--- config.mk ---
export PLATFORM = sky130hd
export DESIGN_NAME = alu_op_decoder
export DESIGN_NICKNAME = d
export VERILOG_FILES = /design/src/rtl/alu_op_decoder.sv
export SDC_FILE = /design/constraint.sdc
export NUM_CORES = 1
export LEC_CHECK = 0
export BUFFER_PORTS_ARGS = -buffer_cell sky130_fd_sc_hd__buf_2
export CAP_MARGIN = 20
export CORE_MARGIN = 2
export CORE_UTILIZATION = 40
export DETAILED_ROUTE_END_ITERATION = 8
export GPL_TIMING_DRIVEN = 0
export PLACE_DENSITY = 0.76
export SYNTH_ARGS = -nofsm -noshare
export SYNTH_HDL_FRONTEND = slang
export SYNTH_SLANG_ARGS = --single-unit
--- constraint.sdc ---
create_clock -name clk -period 2.5 [get_ports clk]
set_input_delay 0.25 -clock clk [delete_from_list [all_inputs] [get_ports clk]]
set_output_delay 0.25 -clock clk [all_outputs]
set_load 0.01 [all_outputs]
--- src/rtl/alu_op_decoder.sv ---
// -----------------------------------------------------------------------------
// alu_op_decoder
//
// Purpose:
//   Decode stage for RV32I-style instruction words. Produces a registered ALU
//   operation bundle (4-bit op code, register indices, operand-B immediate and
//   selects) behind valid/ready handshakes on both sides. A one-entry skid
//   buffer keeps in_ready registered while sustaining one instruction per cycle
//   under backpressure.
//
// Ports:
//   clk, rst        clock, synchronous active-high reset
//   in_valid        instruction word valid
//   in_ready        decoder can accept in_instr (registered)
//   in_instr[31:0]  instruction word
//   out_valid       decode bundle valid
//   out_ready       downstream accepts bundle
//   out_alu_op[3:0] ADD=1 SUB=2 AND=3 OR=4 XOR=5 NOT=6 SLL=7 SRL=8 SRA=9 ROL=A,
//                   0 = none/illegal
//   out_rs1[4:0]    source register 1 index
//   out_rs2[4:0]    source register 2 index, 0 when out_use_imm
//   out_rd[4:0]     destination register index, 0 when illegal
//   out_imm[XLEN-1:0] operand B immediate (sign-extended imm12, or zero-extended
//                   shamt for shifts)
//   out_use_imm     operand B comes from out_imm
//   out_illegal     instruction not decodable to an ALU op
//
// Optional feature (macro ALU_DEC_STATS_EN):
//   stat_decoded[31:0] counts every output transfer
//   stat_illegal[31:0] counts output transfers with out_illegal=1
// -----------------------------------------------------------------------------
module alu_op_decoder #(
    parameter int XLEN = 32
) (
    input  logic            clk,
    input  logic            rst,
    input  logic            in_valid,
    output logic            in_ready,
    input  logic [31:0]     in_instr,
    output logic            out_valid,
    input  logic            out_ready,
    output logic [3:0]      out_alu_op,
    output logic [4:0]      out_rs1,
    output logic [4:0]      out_rs2,
    output logic [4:0]      out_rd,
    output logic [XLEN-1:0] out_imm,
    output logic            out_use_imm,
    output logic            out_illegal
`ifdef ALU_DEC_STATS_EN
    ,
    output logic [31:0]     stat_decoded,
    output logic [31:0]     stat_illegal
`endif
);

    typedef enum logic [3:0] {
        OP_NONE = 4'h0,
        OP_ADD  = 4'h1,
        OP_SUB  = 4'h2,
        OP_AND  = 4'h3,
        OP_OR   = 4'h4,
        OP_XOR  = 4'h5,
        OP_NOT  = 4'h6,
        OP_SLL  = 4'h7,
        OP_SRL  = 4'h8,
        OP_SRA  = 4'h9,
        OP_ROL  = 4'hA
    } alu_op_e;

    typedef struct packed {
        alu_op_e         alu_op;
        logic [4:0]      rs1;
        logic [4:0]      rs2;
        logic [4:0]      rd;
        logic [XLEN-1:0] imm;
        logic            use_imm;
        logic            illegal;
    } bundle_t;

    localparam logic [6:0] OPC_OP     = 7'b0110011;
    localparam logic [6:0] OPC_OP_IMM = 7'b0010011;
    localparam logic [6:0] F7_ZERO    = 7'b0000000;
    localparam logic [6:0] F7_ALT     = 7'b0100000;
    localparam logic [6:0] F7_ROT     = 7'b0110000;

    // Instruction fields
    logic [6:0]      w_opcode;
    logic [4:0]      w_rd;
    logic [2:0]      w_f3;
    logic [4:0]      w_rs1;
    logic [4:0]      w_rs2;
    logic [6:0]      w_f7;
    logic [11:0]     w_imm12;
    logic [XLEN-1:0] w_imm_sext;
    logic [XLEN-1:0] w_shamt_zext;

    assign w_opcode     = in_instr[6:0];
    assign w_rd         = in_instr[11:7];
    assign w_f3         = in_instr[14:12];
    assign w_rs1        = in_instr[19:15];
    assign w_rs2        = in_instr[24:20];
    assign w_f7         = in_instr[31:25];
    assign w_imm12      = in_instr[31:20];
    assign w_imm_sext   = {{(XLEN-12){in_instr[31]}}, w_imm12};
    assign w_shamt_zext = {{(XLEN-5){1'b0}}, w_rs2};

    // -------------------------------------------------------------------------
    // Combinational decode
    // -------------------------------------------------------------------------
    alu_op_e         w_op;
    logic            w_is_imm;
    logic            w_is_shift;
    bundle_t         w_dec;

    always_comb begin
        w_op       = OP_NONE;
        w_is_imm   = 1'b0;
        w_is_shift = 1'b0;

        case (w_opcode)
            OPC_OP: begin
                case (w_f3)
                    3'b000:  w_op = (w_f7 == F7_ZERO) ? OP_ADD :
                                    (w_f7 == F7_ALT)  ? OP_SUB : OP_NONE;
                    3'b111:  w_op = (w_f7 == F7_ZERO) ? OP_AND : OP_NONE;
                    3'b110:  w_op = (w_f7 == F7_ZERO) ? OP_OR  : OP_NONE;
                    3'b100:  w_op = (w_f7 == F7_ZERO) ? OP_XOR : OP_NONE;
                    3'b001:  w_op = (w_f7 == F7_ZERO) ? OP_SLL :
                                    (w_f7 == F7_ROT)  ? OP_ROL : OP_NONE;
                    3'b101:  w_op = (w_f7 == F7_ZERO) ? OP_SRL :
                                    (w_f7 == F7_ALT)  ? OP_SRA : OP_NONE;
                    default: w_op = OP_NONE;
                endcase
            end
            OPC_OP_IMM: begin
                w_is_imm = 1'b1;
                case (w_f3)
                    3'b000:  w_op = OP_ADD;
                    3'b111:  w_op = OP_AND;
                    3'b110:  w_op = OP_OR;
                    // xori with all-ones immediate is a bitwise NOT
                    3'b100:  w_op = (w_imm12 == 12'hFFF) ? OP_NOT : OP_XOR;
                    3'b001: begin
                        w_is_shift = 1'b1;
                        w_op = (w_f7 == F7_ZERO) ? OP_SLL : OP_NONE;
                    end
                    3'b101: begin
                        w_is_shift = 1'b1;
                        w_op = (w_f7 == F7_ZERO) ? OP_SRL :
                               (w_f7 == F7_ALT)  ? OP_SRA : OP_NONE;
                    end
                    default: w_op = OP_NONE;
                endcase
            end
            default: w_op = OP_NONE;
        endcase

        w_dec         = '0;
        w_dec.alu_op  = w_op;
        w_dec.rs1     = w_rs1;
        w_dec.rs2     = w_rs2;
        if (w_op == OP_NONE) begin
            // Illegal words still produce a bundle; rs1/rs2 pass through raw
            w_dec.illegal = 1'b1;
        end else begin
            w_dec.rd = w_rd;
            if (w_is_imm) begin
                w_dec.use_imm = 1'b1;
                w_dec.rs2     = '0;
                w_dec.imm     = w_is_shift ? w_shamt_zext : w_imm_sext;
            end
        end
    end

    // -------------------------------------------------------------------------
    // Output register + one-entry skid buffer
    // -------------------------------------------------------------------------
    bundle_t r_out;
    logic    r_out_valid;
    bundle_t r_skid;
    logic    r_in_ready;   // skid entry is full exactly when this is low

    logic    w_skid_full;
    logic    w_accept;
    logic    w_drain;
    logic    w_out_free;

    assign w_skid_full = ~r_in_ready;
    assign w_accept    = in_valid & r_in_ready;
    assign w_drain     = r_out_valid & out_ready;
    assign w_out_free  = ~r_out_valid | out_ready;

    always_ff @(posedge clk) begin
        if (rst) begin
            r_out       <= '0;
            r_out_valid <= 1'b0;
            r_skid      <= '0;
            r_in_ready  <= 1'b1;
        end else if (w_skid_full) begin
            // No accept is possible while full; draining promotes the skid entry
            if (w_drain) begin
                r_out      <= r_skid;
                r_in_ready <= 1'b1;
            end
        end else if (w_accept) begin
            if (w_out_free) begin
                r_out       <= w_dec;
                r_out_valid <= 1'b1;
            end else begin
                r_skid     <= w_dec;
                r_in_ready <= 1'b0;
            end
        end else if (w_drain) begin
            r_out_valid <= 1'b0;
        end
    end

    assign in_ready    = r_in_ready;
    assign out_valid   = r_out_valid;
    assign out_alu_op  = r_out.alu_op;
    assign out_rs1     = r_out.rs1;
    assign out_rs2     = r_out.rs2;
    assign out_rd      = r_out.rd;
    assign out_imm     = r_out.imm;
    assign out_use_imm = r_out.use_imm;
    assign out_illegal = r_out.illegal;

`ifdef ALU_DEC_STATS_EN
    logic [31:0] r_stat_decoded;
    logic [31:0] r_stat_illegal;

    always_ff @(posedge clk) begin
        if (rst) begin
            r_stat_decoded <= '0;
            r_stat_illegal <= '0;
        end else if (w_drain) begin
            r_stat_decoded <= r_stat_decoded + 32'd1;
            if (r_out.illegal) begin
                r_stat_illegal <= r_stat_illegal + 32'd1;
            end
        end
    end

    assign stat_decoded = r_stat_decoded;
    assign stat_illegal = r_stat_illegal;
`endif

endmodule

==> out/metrics.yaml <==
timing:
  setup_viol: 0
  clock_skew_ps: 10.48
  hold_slack_ps: 147.0
  fin_crit_ps: 2294
  rsz0062_at_grt: "false"
  hold_viol: 0
  relSlewSlack: 0.3767
  finalMaxSlewViolations: 0
  max_freq_mhz: 435.9
  tns_ps: 0
  setup_ws_ps: 205.9
  tightest_slew_ps: 926.4
  min_period_over_period: 0.9176
setup_path:
  path_max_fanout: 10
  crit_start: "in_instr[14]"
  rrSetupSlack_ps: 240
  crit_chain: "buf_2, clkbuf_1, nand4_1, or4_1, a32oi_1, nand2_2, buf_2, o211ai_1, a31oi_1"
  cp_data_required_time_ps: 2710
  crit_path_end: "out_imm[10]"
  start_kind: "input pin"
  cp_common_cell: "buf_2"
  rr_startpoint: "in_ready"
  cp_slowest_cell: "or4_1"
  r2r_end: "r_skid[41]"
  critical_path_class: "input pin to register"
  crit_arrival_ps: 2510
  cp-end-kind: "register"
  cp_slowest_stage_delay_ps: 580
  r2r_cells: 5
global_routing:
  grt_usage: 0.2040
  met3_usage: 0.03320
  grt_pass1_vias: 2957
  grt_max_degree: 23
  gr-usage-met2: 0.3310
  overflow: 0
  busiest_layer: "met2"
  antenna_found_initial: 0
  grt_pass1_wl_mm: 14.48
  grt_use_met1: 0.2746
synth:
  syn_area_per_cell_um2: 8.295
  synth_flop_cell: "dfxtp_1"
  synth_cell_types: 50
  ys_warn_count: 0
  synth_top_area_share: 0.4083
  ys_top_cells_by_area: "dfxtp_1 41%, nand2_1 7.1%, mux2i_1 5.1%, buf_4 4.7%, a21oi_1 4.2%"
  seq_area_frac_synth: 0.4083
  synth.largest_area_cell: "dfxtp_1"
  netlist_area_mm2: 0.003334
  syn_nets: 438
  yosys_register_bits: 68
  syn_inst: 402
  async_reset_ff_frac: 0
  synth_edf_count: 0
run_status:
  outcome: "completed"
power:
  pwr-share-comb: 0.162
  ir_worst_vdd_uv: 230.7
  power_density_mw_per_mm2: 597.0
  clockPowerShare: 0.362
  p_sw_frac: 0.2741
  switchingPower_mw: 0.6713
  pwr-share-seq: 0.476
  p_leak_nw: 1.751
  p_int_mw: 1.777
placement:
  post-place-cells: 595
  pre_cts_slack_ps: -108.1
  dpl.hpwl_mm: 6.769
  port_buffers: 88
  place_congestion: 0.8955
layout:
  antenna_cells: 0
  final_cells: 610
  drive_gt1_frac: 0.2772
  fin_nets: 537
  area.growth.synth_to_final_pct: 23.00
route:
  dr.pass1.iters: 4
  wirelength_mm: 9.233
  ant_nets: 0
  via_per_inst: 5.425
  wl_per_cell_um: 15.14
  vias: 3309
  drc: 0
  drt_iter0_markers: 132
hold_path:
  holdPathStages: 3
  hp-class: "input pin to register"
clock_tree:
  cts.sinks: 68
  cts_inserted_buffers: 9
  clock_path_buffers: 2
  cts.reportedPaths.clkPinSlew_ps: 80
  cts_tree: "built"
  cts_setup_buffers: 0
  cts_root_buffer: "clkbuf_8"
  h-tree-depth: 3
  worstSkewPairLatency_ps: 350
floorplanning:
  die_w_um: 95.30
  core_region_area_mm2: 0.008134
  placement_rows: 33
  dieHeight_um: 95.30
  num_io_pins: 91
  die-area_mm2: 0.009082
  start_util: 0.4099
run:
  cap_violations: 0
==> cells in the mapped netlist (3+ instances only) <==
| cell type | number |
|---|---|
| mux2_2 | 5 |
| a22o_1 | 6 |
| a211oi_1 | 12 |
| or3_1 | 5 |
| dfxtp_1 | 68 |
| o211ai_1 | 18 |
| o21ai_0 | 21 |
| mux2i_1 | 17 |
| nand2b_1 | 6 |
| or4_1 | 4 |
| nand3_1 | 4 |
| o21ai_1 | 7 |
| nand4_1 | 4 |
| a31oi_1 | 15 |
| a22oi_1 | 6 |
| nor4_1 | 4 |
| buf_4 | 21 |
| a21oi_1 | 28 |
| nand2_1 | 63 |
| nor3_1 | 9 |
| clkbuf_1 | 24 |
| inv_1 | 3 |
| buf_1 | 3 |
| nor2_1 | 15 |
==> worst max-delay path, delay by kind of cell <==
family | cells | cell delay [ps]
and+or+nand+nor | 3 | 940
buffers and inverters | 3 | 640
AOI/OAI and AO/OA | 3 | 680
==> layout make-up <==
| cell class | count | area [µm²] |
|---|---|---|
| Fill cell | 810 | 4033 |
| Multi-Input combinational cell | 279 | 1683 |
| Sequential cell | 68 | 1361 |
| Buffer | 51 | 280.3 |
| Clock inverter | 5 | 52.55 |
| Timing Repair Buffer | 88 | 440.4 |
| Clock buffer | 10 | 137.6 |
| Tap cell | 105 | 131.4 |
| Inverter | 4 | 15.01 |
==> metrics by stage <==
| step | utilization | power, mW | cell area, µm² |
|---|---|---|---|
| detailed placement | 0.4802 | 1.585 | 3906 |
| global route | 0.5042 | 2.558 | 4101 |
| global placement | 0.4802 | 1.575 | 3906 |
| CTS | 0.5036 | 2.448 | 4096 |
| finish | 0.5042 | 2.449 | 4101 |
| floorplan | - | 1.422 | 3334 |
==> power groups by stage <==
stage | combinational, mW | sequential (mW) | clock, mW
finish | 0.398 | 1.17 | 0.885
global route | 0.438 | 1.17 | 0.947
CTS | 0.396 | 1.17 | 0.886
detailed placement | 0.394 | 1.19 | 0
global placement | 0.387 | 1.19 | 0
floorplan | 0.215 | 1.21 | 0
==> what timing repair did <==
| action | in CTS | in global routing |
|---|---|---|
| hold buffers | 0 | 0 |
| gates resized for setup | 0 | 1 |
| hold endpoints to repair | 0 | 0 |
| endpoints found under the setup margin | 0 | 25 |
==> worst min-delay path by stage <==
stage,startpoint,endpoint,slack (ps)
2_1_floorplan,in_instr[20],r_skid[2],380
3_3_place_gp,r_skid[1],r_skid[1],430
3_5_place_dp,r_skid[8],r_skid[8],440
4_1_cts,in_instr[18],r_skid[47],150
5_1_grt,in_instr[16],r_skid[45],160
6_report,in_instr[18],r_skid[47],150
==> sequential cells by signal, indices dropped and copies added (netlist names) <==
| signal | cells |
|---|---|
| out_valid | 1 |
| out_alu_op | 4 |
| out_illegal | 1 |
| r_skid | 33 |
| out_use_imm | 1 |
| out_rd | 5 |
| in_ready | 1 |
| out_imm | 12 |
| out_rs2 | 5 |
| out_rs1 | 5 |
==> cells by family after synthesis <==
logic type,count (synthesis),synth area share
flops,68,0.4083
buf+inv,55,0.08855
simple gates,131,0.1902
compound gates,126,0.2450
mux,22,0.06792
==> routing by layer <==
metal	share of wire	wire length (µm)
met4	0.021	192
met3	0.060	557
met5	0	0
met2	0.47	4321
met1	0.45	4162
==> placed cells by master, fill, tap and decap left out, drive strengths merged, types with 4 or more instances in the layout <==
| cell type | n |
|---|---|
| buf | 115 |
| dfxtp | 68 |
| nand2 | 64 |
| clkbuf | 34 |
| a21oi | 28 |
| o21ai | 28 |
| o211ai | 18 |
| mux2i | 17 |
| nor2 | 15 |
| a31oi | 15 |
| a211oi | 13 |
| nor3 | 9 |
| nand2b | 6 |
| a22o | 6 |
| a22oi | 6 |
| or3 | 5 |
| mux2 | 5 |
| or4 | 5 |
| nand3 | 4 |
| nand4 | 4 |
| nor4 | 4 |
| clkinv | 4 |
Note: power is estimated with default switching activity, not from simulation.
